`src/rtl/encoder_pkg.sv`:
```
// Shared constants, FSM state type and code/one-hot helpers for the event encoder.
// code_to_onehot is also used by the matching 3-to-8 decoder.
package encoder_pkg;

  localparam int unsigned N_REQ  = 8;
  localparam int unsigned CODE_W = 3;

  typedef enum logic [0:0] {
    StIdle,
    StPresent
  } state_e;

  function automatic logic [N_REQ-1:0] code_to_onehot(input logic [CODE_W-1:0] c);
    logic [N_REQ-1:0] oh;
    oh    = '0;
    oh[c] = 1'b1;
    return oh;
  endfunction

  // Assumes at most one bit set; an all-zero input maps to code 0.
  function automatic logic [CODE_W-1:0] onehot_to_code(input logic [N_REQ-1:0] oh);
    logic [CODE_W-1:0] c;
    c = '0;
    for (int i = 0; i < int'(N_REQ); i++) begin
      if (oh[i]) c = c | CODE_W'(i);
    end
    return c;
  endfunction

endpackage

```
`src/rtl/event_encoder_8_to_3_if.sv`:
```
// Request/code bus of the event encoder; master is the encoder, slave the surrounding logic.
interface event_encoder_8_to_3_if;
  import encoder_pkg::*;

  logic [N_REQ-1:0]  req;
  logic [N_REQ-1:0]  mask;
  logic              ready;
  logic              clr_ovf;
  logic [CODE_W-1:0] code;
  logic              valid;
  logic [N_REQ-1:0]  pending;
  logic [N_REQ-1:0]  ovf;

  modport master (
    input  req, mask, ready, clr_ovf,
    output code, valid, pending, ovf
  );

  modport slave (
    output req, mask, ready, clr_ovf,
    input  code, valid, pending, ovf
  );

endinterface

```
`src/rtl/prio_enc8.sv`:
```
// Combinational 8-bit priority encoder; PRIORITY_HIGH=1 favours index 7, 0 favours index 0.
module prio_enc8
  import encoder_pkg::*;
#(
  parameter bit PRIORITY_HIGH = 1'b1
) (
  input  logic [N_REQ-1:0]  req,
  output logic [CODE_W-1:0] code,
  output logic              any
);

  logic [N_REQ-1:0] grant;

  // Later matches overwrite earlier ones, so scan direction sets the winner.
  always_comb begin
    grant = '0;
    if (PRIORITY_HIGH) begin
      for (int i = 0; i < int'(N_REQ); i++) begin
        if (req[i]) grant = code_to_onehot(CODE_W'(i));
      end
    end else begin
      for (int i = int'(N_REQ) - 1; i >= 0; i--) begin
        if (req[i]) grant = code_to_onehot(CODE_W'(i));
      end
    end
  end

  assign code = onehot_to_code(grant);
  assign any  = |req;

endmodule

```
`src/rtl/event_encoder_8_to_3.sv`:
```
// Sequential 8-to-3 event encoder: latches rising request edges as pending and presents the
// winning unmasked pending index over a valid/ready handshake, clearing it on accept.
module event_encoder_8_to_3
  import encoder_pkg::*;
#(
  parameter bit PRIORITY_HIGH = 1'b1
) (
  input logic                   clk,
  input logic                   rst,
  event_encoder_8_to_3_if.master bus
);

  logic [N_REQ-1:0]  req_q;
  logic [N_REQ-1:0]  pending_q;
  logic [N_REQ-1:0]  pending_d;
  logic [N_REQ-1:0]  ovf_q;
  logic [N_REQ-1:0]  ovf_d;
  logic [N_REQ-1:0]  rise;
  logic [N_REQ-1:0]  acc_clr;
  logic [N_REQ-1:0]  acc_clr_excl;
  logic [N_REQ-1:0]  cand;
  logic [CODE_W-1:0] code_q;
  logic [CODE_W-1:0] cand_code;
  logic              valid_q;
  logic              accept;
  logic              cand_any;
  state_e            state_q;

  assign rise      = bus.req & ~req_q;
  assign accept    = valid_q & bus.ready;
  assign acc_clr   = accept ? code_to_onehot(code_q) : '0;
  assign pending_d = (pending_q & ~acc_clr) | rise;
  assign ovf_d     = (bus.clr_ovf ? '0 : ovf_q) | (rise & pending_q & ~acc_clr);

  // Selection runs on the registered pending set, so a new edge costs two cycles; the index
  // being accepted stays eligible only if it rose again in the same cycle.
  assign acc_clr_excl = acc_clr & ~rise;
  assign cand         = pending_q & bus.mask & ~acc_clr_excl;

  prio_enc8 #(
    .PRIORITY_HIGH(PRIORITY_HIGH)
  ) u_prio (
    .req (cand),
    .code(cand_code),
    .any (cand_any)
  );

  always_ff @(posedge clk) begin
    if (rst) begin
      req_q     <= bus.req;
      pending_q <= '0;
      ovf_q     <= '0;
      code_q    <= '0;
      valid_q   <= 1'b0;
      state_q   <= StIdle;
    end else begin
      req_q     <= bus.req;
      pending_q <= pending_d;
      ovf_q     <= ovf_d;
      case (state_q)
        StIdle: begin
          if (cand_any) begin
            code_q  <= cand_code;
            valid_q <= 1'b1;
            state_q <= StPresent;
          end
        end
        StPresent: begin
          if (bus.ready) begin
            if (cand_any) begin
              code_q <= cand_code;
            end else begin
              valid_q <= 1'b0;
              state_q <= StIdle;
            end
          end
        end
        default: begin
          valid_q <= 1'b0;
          state_q <= StIdle;
        end
      endcase
    end
  end

  assign bus.code    = code_q;
  assign bus.valid   = valid_q;
  assign bus.pending = pending_q;
  assign bus.ovf     = ovf_q;

endmodule

```
`src/flat_wrapper.sv`:
```
// flat-port wrapper written by rule: the top's interface ports become plain ports
module event_encoder_8_to_3_flat import encoder_pkg::*;
#(
  parameter bit PRIORITY_HIGH = 1'b1
)
  (clk, rst, bus_req, bus_mask, bus_ready, bus_clr_ovf, bus_code, bus_valid, bus_pending, bus_ovf);
  event_encoder_8_to_3_if bus_i ();
  input logic clk;
  input logic rst;
  input wire logic [$bits(bus_i.req)-1:0] bus_req;
  input wire logic [$bits(bus_i.mask)-1:0] bus_mask;
  input wire logic [$bits(bus_i.ready)-1:0] bus_ready;
  input wire logic [$bits(bus_i.clr_ovf)-1:0] bus_clr_ovf;
  output wire logic [$bits(bus_i.code)-1:0] bus_code;
  output wire logic [$bits(bus_i.valid)-1:0] bus_valid;
  output wire logic [$bits(bus_i.pending)-1:0] bus_pending;
  output wire logic [$bits(bus_i.ovf)-1:0] bus_ovf;
  assign bus_i.req = bus_req;
  assign bus_i.mask = bus_mask;
  assign bus_i.ready = bus_ready;
  assign bus_i.clr_ovf = bus_clr_ovf;
  assign bus_code = bus_i.code;
  assign bus_valid = bus_i.valid;
  assign bus_pending = bus_i.pending;
  assign bus_ovf = bus_i.ovf;
  event_encoder_8_to_3 #(.PRIORITY_HIGH(PRIORITY_HIGH)) u_core (.clk(clk), .rst(rst), .bus(bus_i));
endmodule
```
`config.mk`:
```
export PLATFORM = sky130hd
export DESIGN_NAME = event_encoder_8_to_3_flat
export DESIGN_NICKNAME = d
export VERILOG_FILES = /design/src/rtl/encoder_pkg.sv /design/src/rtl/event_encoder_8_to_3_if.sv /design/src/rtl/prio_enc8.sv /design/src/rtl/event_encoder_8_to_3.sv /design/src/flat_wrapper.sv
export SDC_FILE = /design/constraint.sdc
export NUM_CORES = 1
export LEC_CHECK = 0
export CAP_MARGIN = 30
export CORE_MARGIN = 4
export CORE_UTILIZATION = 30
export DETAILED_ROUTE_END_ITERATION = 7
export GPL_TIMING_DRIVEN = 1
export PLACE_DENSITY = 0.63
export SLEW_MARGIN = 40
export SYNTH_ARGS = -nofsm -noshare
export SYNTH_HDL_FRONTEND = slang
export SYNTH_SLANG_ARGS = --single-unit
export TNS_END_PERCENT = 5
```
`constraint.sdc`:
```
create_clock -name clk -period 2.1 [get_ports clk]
set_input_delay 0.21 -clock clk [delete_from_list [all_inputs] [get_ports clk]]
set_output_delay 0.21 -clock clk [all_outputs]
set_load 0.01 [all_outputs]
```
After elaboration in Yosys (flattened, before gate mapping)
Cells that the tools add are included.
{"block": "totals", "register_bits": 29, "latchBits": 0, "ramBits": 0, "mem_bits_ro": 0, "output_inout_bits": 20, "word_cells": 58, "mem_count": 0}
{"block": "classes", "add_sub_neg": 0, "n_mul": 0, "div_mod_pow": 0, "order_cmp": 2, "eq_ne": 3, "shifts": 0, "muxes": 29, "bitwise": 15, "n_reduce_logical": 3}
{"operator": "$mux W8", "count": 9}
{"operator": "$and A8 B8 Y8", "count": 7}
{"operator": "$not A8 Y8", "count": 4}
{"operator": "$mux W3", "count": 6}
{"operator": "$or A8 B8 Y8", "count": 2}
{"operator": "$mux W1", "count": 8}
{"operator": "$reduce_or A8 Y1", "count": 1}
{"operator": "$pmux W3 S2", "count": 1}
{"operator": "$lt A3 B4 Y1 const B", "count": 1}
{"operator": "$mux W2", "count": 2}
{"operator": "$ne A2 B2 Y1 const B", "count": 2}
{"operator": "$pmux W1 S2", "count": 2}
{"operator": "$demux W1 S3", "count": 1}
{"operator": "$ge A3 B1 Y1 const B", "count": 1}
{"operator": "$reduce_and A3 Y1", "count": 1}
{"operator": "$ne A2 B1 Y1 const B", "count": 1}
{"operator": "$and A1 B1 Y1", "count": 1}
{"operator": "$logic_and A1 B1 Y1", "count": 1}
{"operator": "$not A1 Y1", "count": 1}

Longest topological paths before layout
{"block": "logic_depth", "word_depth": 26, "mapped_depth": 7}

Modules after synthesis
From an unflattened synthesis, not the netlist that was laid out.
{"block": "hier_totals", "hier_cells": 134, "area_unflattened_um2": 1206.2}
{"mod": "event_encoder_8_to_3", "instances": 1, "cells_each": 122, "area_per_inst_um2": 1139.8, "seq_area_each_um2": 580.6}
{"mod": "prio_enc8", "instances": 1, "cells_each": 12, "area_per_inst_um2": 66.3, "seq_area_each_um2": 0.0}

Worst setup path before layout
No wires, ideal clock.
{"block": "synth_path", "kind": "reg2reg", "from": "reg u_core.valid_q (netlist: u_core.bus.valid)", "to": "reg u_core.code_q[2] (netlist: u_core.bus.code[2])", "arrival_time_ns": 1.657, "required_ns": 2.035, "setup_slack_ns": 0.378, "stages_incl_launch_ff": 8, "path_buffers": 1, "cell_sequence": "dfxtp_1 nor2b_2 buf_6 nand3_2 a2111oi_4 a31oi_2 o22a_1 nor2_1"}
{"block": "synth_via", "elab_chain_len": 18, "word_cells_on_any_way": 19}
{"item": "from (decl)", "line": "event_encoder_8_to_3.sv:24", "text": "logic valid_q;"}
{"item": "from (signal assigned)", "line": "event_encoder_8_to_3.sv:54", "text": "valid_q <= 1'b0;"}
{"item": "from (signal assigned)", "line": "event_encoder_8_to_3.sv:64", "text": "valid_q <= 1'b1;"}
{"item": "from (signal assigned)", "line": "event_encoder_8_to_3.sv:73", "text": "valid_q <= 1'b0;"}
{"item": "$and A1 B1 Y1 (*)", "line": "event_encoder_8_to_3.sv:30", "text": "assign accept = valid_q & bus.ready;"}
{"item": "$mux W8 (*)", "line": "event_encoder_8_to_3.sv:31", "text": "assign acc_clr = accept ? code_to_onehot(code_q) : '0;"}
{"item": "$and A8 B8 Y8 (*)", "line": "event_encoder_8_to_3.sv:37", "text": "assign acc_clr_excl = acc_clr & ~rise;"}
{"item": "$not A8 Y8 (*)", "line": "event_encoder_8_to_3.sv:38", "text": "assign cand = pending_q & bus.mask & ~acc_clr_excl;"}
{"item": "$and A8 B8 Y8 (*)", "line": "event_encoder_8_to_3.sv:38"}
{"item": "$mux W8 (6 in a row)", "line": "prio_enc8.sv:19", "text": "if (req[i]) grant = code_to_onehot(CODE_W'(i));"}
{"item": "$mux W3 (4 in a row)", "line": "encoder_pkg.sv:25", "text": "if (oh[i]) c = c | CODE_W'(i);"}
{"item": "$mux W3 (*)", "line": "event_encoder_8_to_3.sv:62, event_encoder_8_to_3.sv:70"}
{"item": "$mux W3", "line": "event_encoder_8_to_3.sv:69", "text": "if (bus.ready) begin"}
{"item": "$pmux W3 S2 (*)", "line": "event_encoder_8_to_3.sv:60", "text": "case (state_q)"}
{"item": "to (signal assigned)", "line": "event_encoder_8_to_3.sv:63", "text": "code_q <= cand_code;"}
{"item": "to (signal assigned)", "line": "event_encoder_8_to_3.sv:71", "text": "code_q <= cand_code;"}
{"item": "to (decl)", "line": "event_encoder_8_to_3.sv:22", "text": "logic [CODE_W-1:0] code_q;"}
Every way passes the cells marked *; elsewhere a longest branch is shown, timed or not. The select of a mux whose other input is x is not followed.
A chain may end at the register's enable or synchronous reset.

Worst setup path in the final report
{"block": "layout_path", "from": "in bus_ready", "to": "reg u_core.code_q[2] (netlist: u_core.bus.code[2])"}
{"block": "layout_via", "elab_chain_len": 18, "word_cells_on_any_way": 20}
{"item": "from (decl)", "line": "flat_wrapper.sv:12", "text": "input wire logic [$bits(bus_i.ready)-1:0] bus_ready;"}
{"item": "$and A1 B1 Y1", "line": "event_encoder_8_to_3.sv:30"}
{"item": "$mux W8", "line": "event_encoder_8_to_3.sv:31"}
{"item": "$and A8 B8 Y8", "line": "event_encoder_8_to_3.sv:37"}
{"item": "$not A8 Y8", "line": "event_encoder_8_to_3.sv:38"}
{"item": "$and A8 B8 Y8", "line": "event_encoder_8_to_3.sv:38"}
{"item": "$mux W8 (6 in a row)", "line": "prio_enc8.sv:19"}
{"item": "$mux W3 (4 in a row)", "line": "encoder_pkg.sv:25"}
{"item": "$mux W3", "line": "event_encoder_8_to_3.sv:62, event_encoder_8_to_3.sv:70"}
{"item": "$mux W3", "line": "event_encoder_8_to_3.sv:69"}
{"item": "$pmux W3 S2", "line": "event_encoder_8_to_3.sv:60"}
Parallel ways exist; a longest one is shown, timed or not. The select of a mux whose other input is x is not followed.

==> metrics.cfg <==
[timing]
hold_viol = 0
min_period_ps = 1914
finalCritPeriodShare_pct = 91.15
slew_headroom_pct = 61.25
slew_viol_final = 0
worstMarginPinSlew_ps = 579.4
skew_ps = 2.438
max_clock_freq_mhz = 522.4
setup_viol = 0
rsz0062_at_grt = false
setup_slack_ps = 185.9

[clock_tree]
cts_htree_levels = 2
cts_tree = built
cts_hold_buf = 0
numCtsBuffers = 5
max-clock-path-buffers = 2
clk_pin_slew_ps = 60
clock-sinks = 29
cts_setup_buffers = 0
postCtsResizedCells = 0
cts_root_buffer = clkbuf_8
clock_latency_ps = 280

[critical_path]
required_ps = 2310
critPathCaptureType = flip-flop
critPathMaxFanout = 5
critical_path_class = in2reg
arrival_ps = 2120
start_kind = input pin

[flow_run]
maxCapViolations = 0

[synth]
synth_cells = 132
yosys.area.top_type = dfxtp_1
ys_ff_latch = 29
ys_seq_area_share_pct = 48.48
syn_area_um2 = 1197
ys_types = 33
yosysTopAreaCellShare_pct = 48.48
synth_area_leaders = dfxtp_1, nand2_1, a21oi_1
synth_warnings = 0
synth_fp_nets = 152
syn_area_per_cell_um2 = 9.071

[pwr]
intPower_mw = 0.9576
peakVddDrop_mv = 0.4295
leakage_nw = 0.6491
p_clk_share_pct = 33.5
comb_power_share_pct = 19.7
p_sw_mw = 0.3539
p_per_area_nw_per_um2 = 745.0
power.total_mw = 1.312
switching_share_pct = 26.99
pwr-share-seq_pct = 46.8

[worst_hold_path]
worst_hold_path_type = in2reg

[layout]
syn_to_final_growth_pct = 47.02
stdcell_count = 230
postLayoutCoreUtil_pct = 46.68
drive_above_1_share_pct = 15.93
nNetsFinal = 201
final_common_cell = clkdlybuf4s50_1
final_cell_mix = clkdlybuf4s50_1, dfxtp_1, nand2_1
diodes = 0

[drt]
detail_route.wl_per_cell_um = 12.88
vias = 1099
drt_iter0_drc = 28
dr.pass1.iters = 4
antenna_left = 0
drc_errors = 0
via_per_inst = 4.778
routed_wl_um = 2962

[status]
status = finished, final reports clean

[grt]
antenna_found_initial = 0
grt-ovfl-total = 0
first_global_vias = 1139
grt_max_degree = 15
grt_pass1_wl_um = 5071
grt_use_total_pct = 12.56

[placed_design]
portBuffers = 39
gp_congestion = 0.8141
post-place-ws_ps = -91.64
dp.cells = 222
hpwlAfterDp_um = 2302

[die]
rows = 22
initial_core_util_pct = 31.75
die_w_um = 71.18
core-area_um2 = 3771
die-area_um2 = 5066
pin_count = 40
die_y_um = 71.18

[power by group through the flow]
stage	Sequential, mW	Clock (mW)	Combinational [mW]
final	0.614	0.439	0.258
after global routing	0.621	0.468	0.284
after CTS	0.614	0.450	0.259
after detailed placement	0.626	0	0.258
after global placement	0.626	0	0.252
after floorplan	0.633	0	0.125
[layer usage]
layer	wire, um	track usage, %
met1	1432	16.27
met2	1341	19.49
met3	156	4.545
met4	32	3.758
met5	0	0
[registers in the layout, indices dropped and copies added (netlist names)]
name	flops
u_core.bus.ovf	8
u_core.bus.pending	8
u_core.req_q	8
u_core.bus.code	3
u_core.bus.valid	1
u_core.state_q	1
[cell families after synthesis]
kind of cell	count (synthesis)	synth area share, %
and+or+nand+nor	64	27.69
DFF	29	48.49
buffers and inverters	6	2.612
AOI/OAI and AO/OA	33	21.21
[synth_stat cells]
master and number:
nand2_1 26, o22a_1 1, a21oi_1 15, and3_1 1
or2_2 5, o311a_1 1, and2_1 2, nor3_2 1
and3_2 1, and3b_2 1, nor4b_1 1, a32oi_1 1
buf_6 1, nor2b_2 1, a31oi_1 6, o21ai_0 1
inv_1 2, a311oi_1 2, nand3_2 1, a2bb2oi_1 2
nor2b_1 2, nand3_1 1, clkbuf_1 2, buf_2 1
dfxtp_1 29, a2111oi_4 1, nand2b_1 8, and3b_1 1
nor3b_1 1, a31oi_2 2, a31oi_4 1, and2b_1 1
nor2_1 10
[area by class of cell]
class,instances,area (um2)
inverter,2,7.507
sequential,29,580.6
fill,340,2011
timing repair buffer,46,442.9
clock inverter,2,10.01
clock buffer,6,72.57
multi-input combinational,97,586.8
tap,48,60.06
[stage by stage]
stage | area, um2 | TNS [ps] | hold WS, ps
global route | 1760 | 0 | 405.0
global placement | 1677 | -3.399 | 455.8
CTS | 1759 | 0 | 394.6
finish | 1760 | 0 | 398.1
floorplan | 1197 | 0 | 237.7
detailed placement | 1677 | -292.4 | 461.2
[worst paths after layout]
path | start | to | slack, ps | cells past startpoint
max | bus_ready | u_core.bus.code[2] | 190 | 7
min | bus_req[5] | u_core.req_q[5] | 400 | 1
max reg2reg | u_core.bus.valid | u_core.bus.code[2] | 200 | 6
min reg2reg | u_core.bus.ovf[5] | u_core.bus.ovf[5] | 470 | 2
[worst max-delay path, cell delays in order]
cell,delay (ps)
clkdlybuf4s50_1,520
and3b_2,270
a31oi_4,110
a2111oi_4,470
a31oi_2,220
o22a_1,220
nor2_1,90
Power figures use the tool's default switching activity.
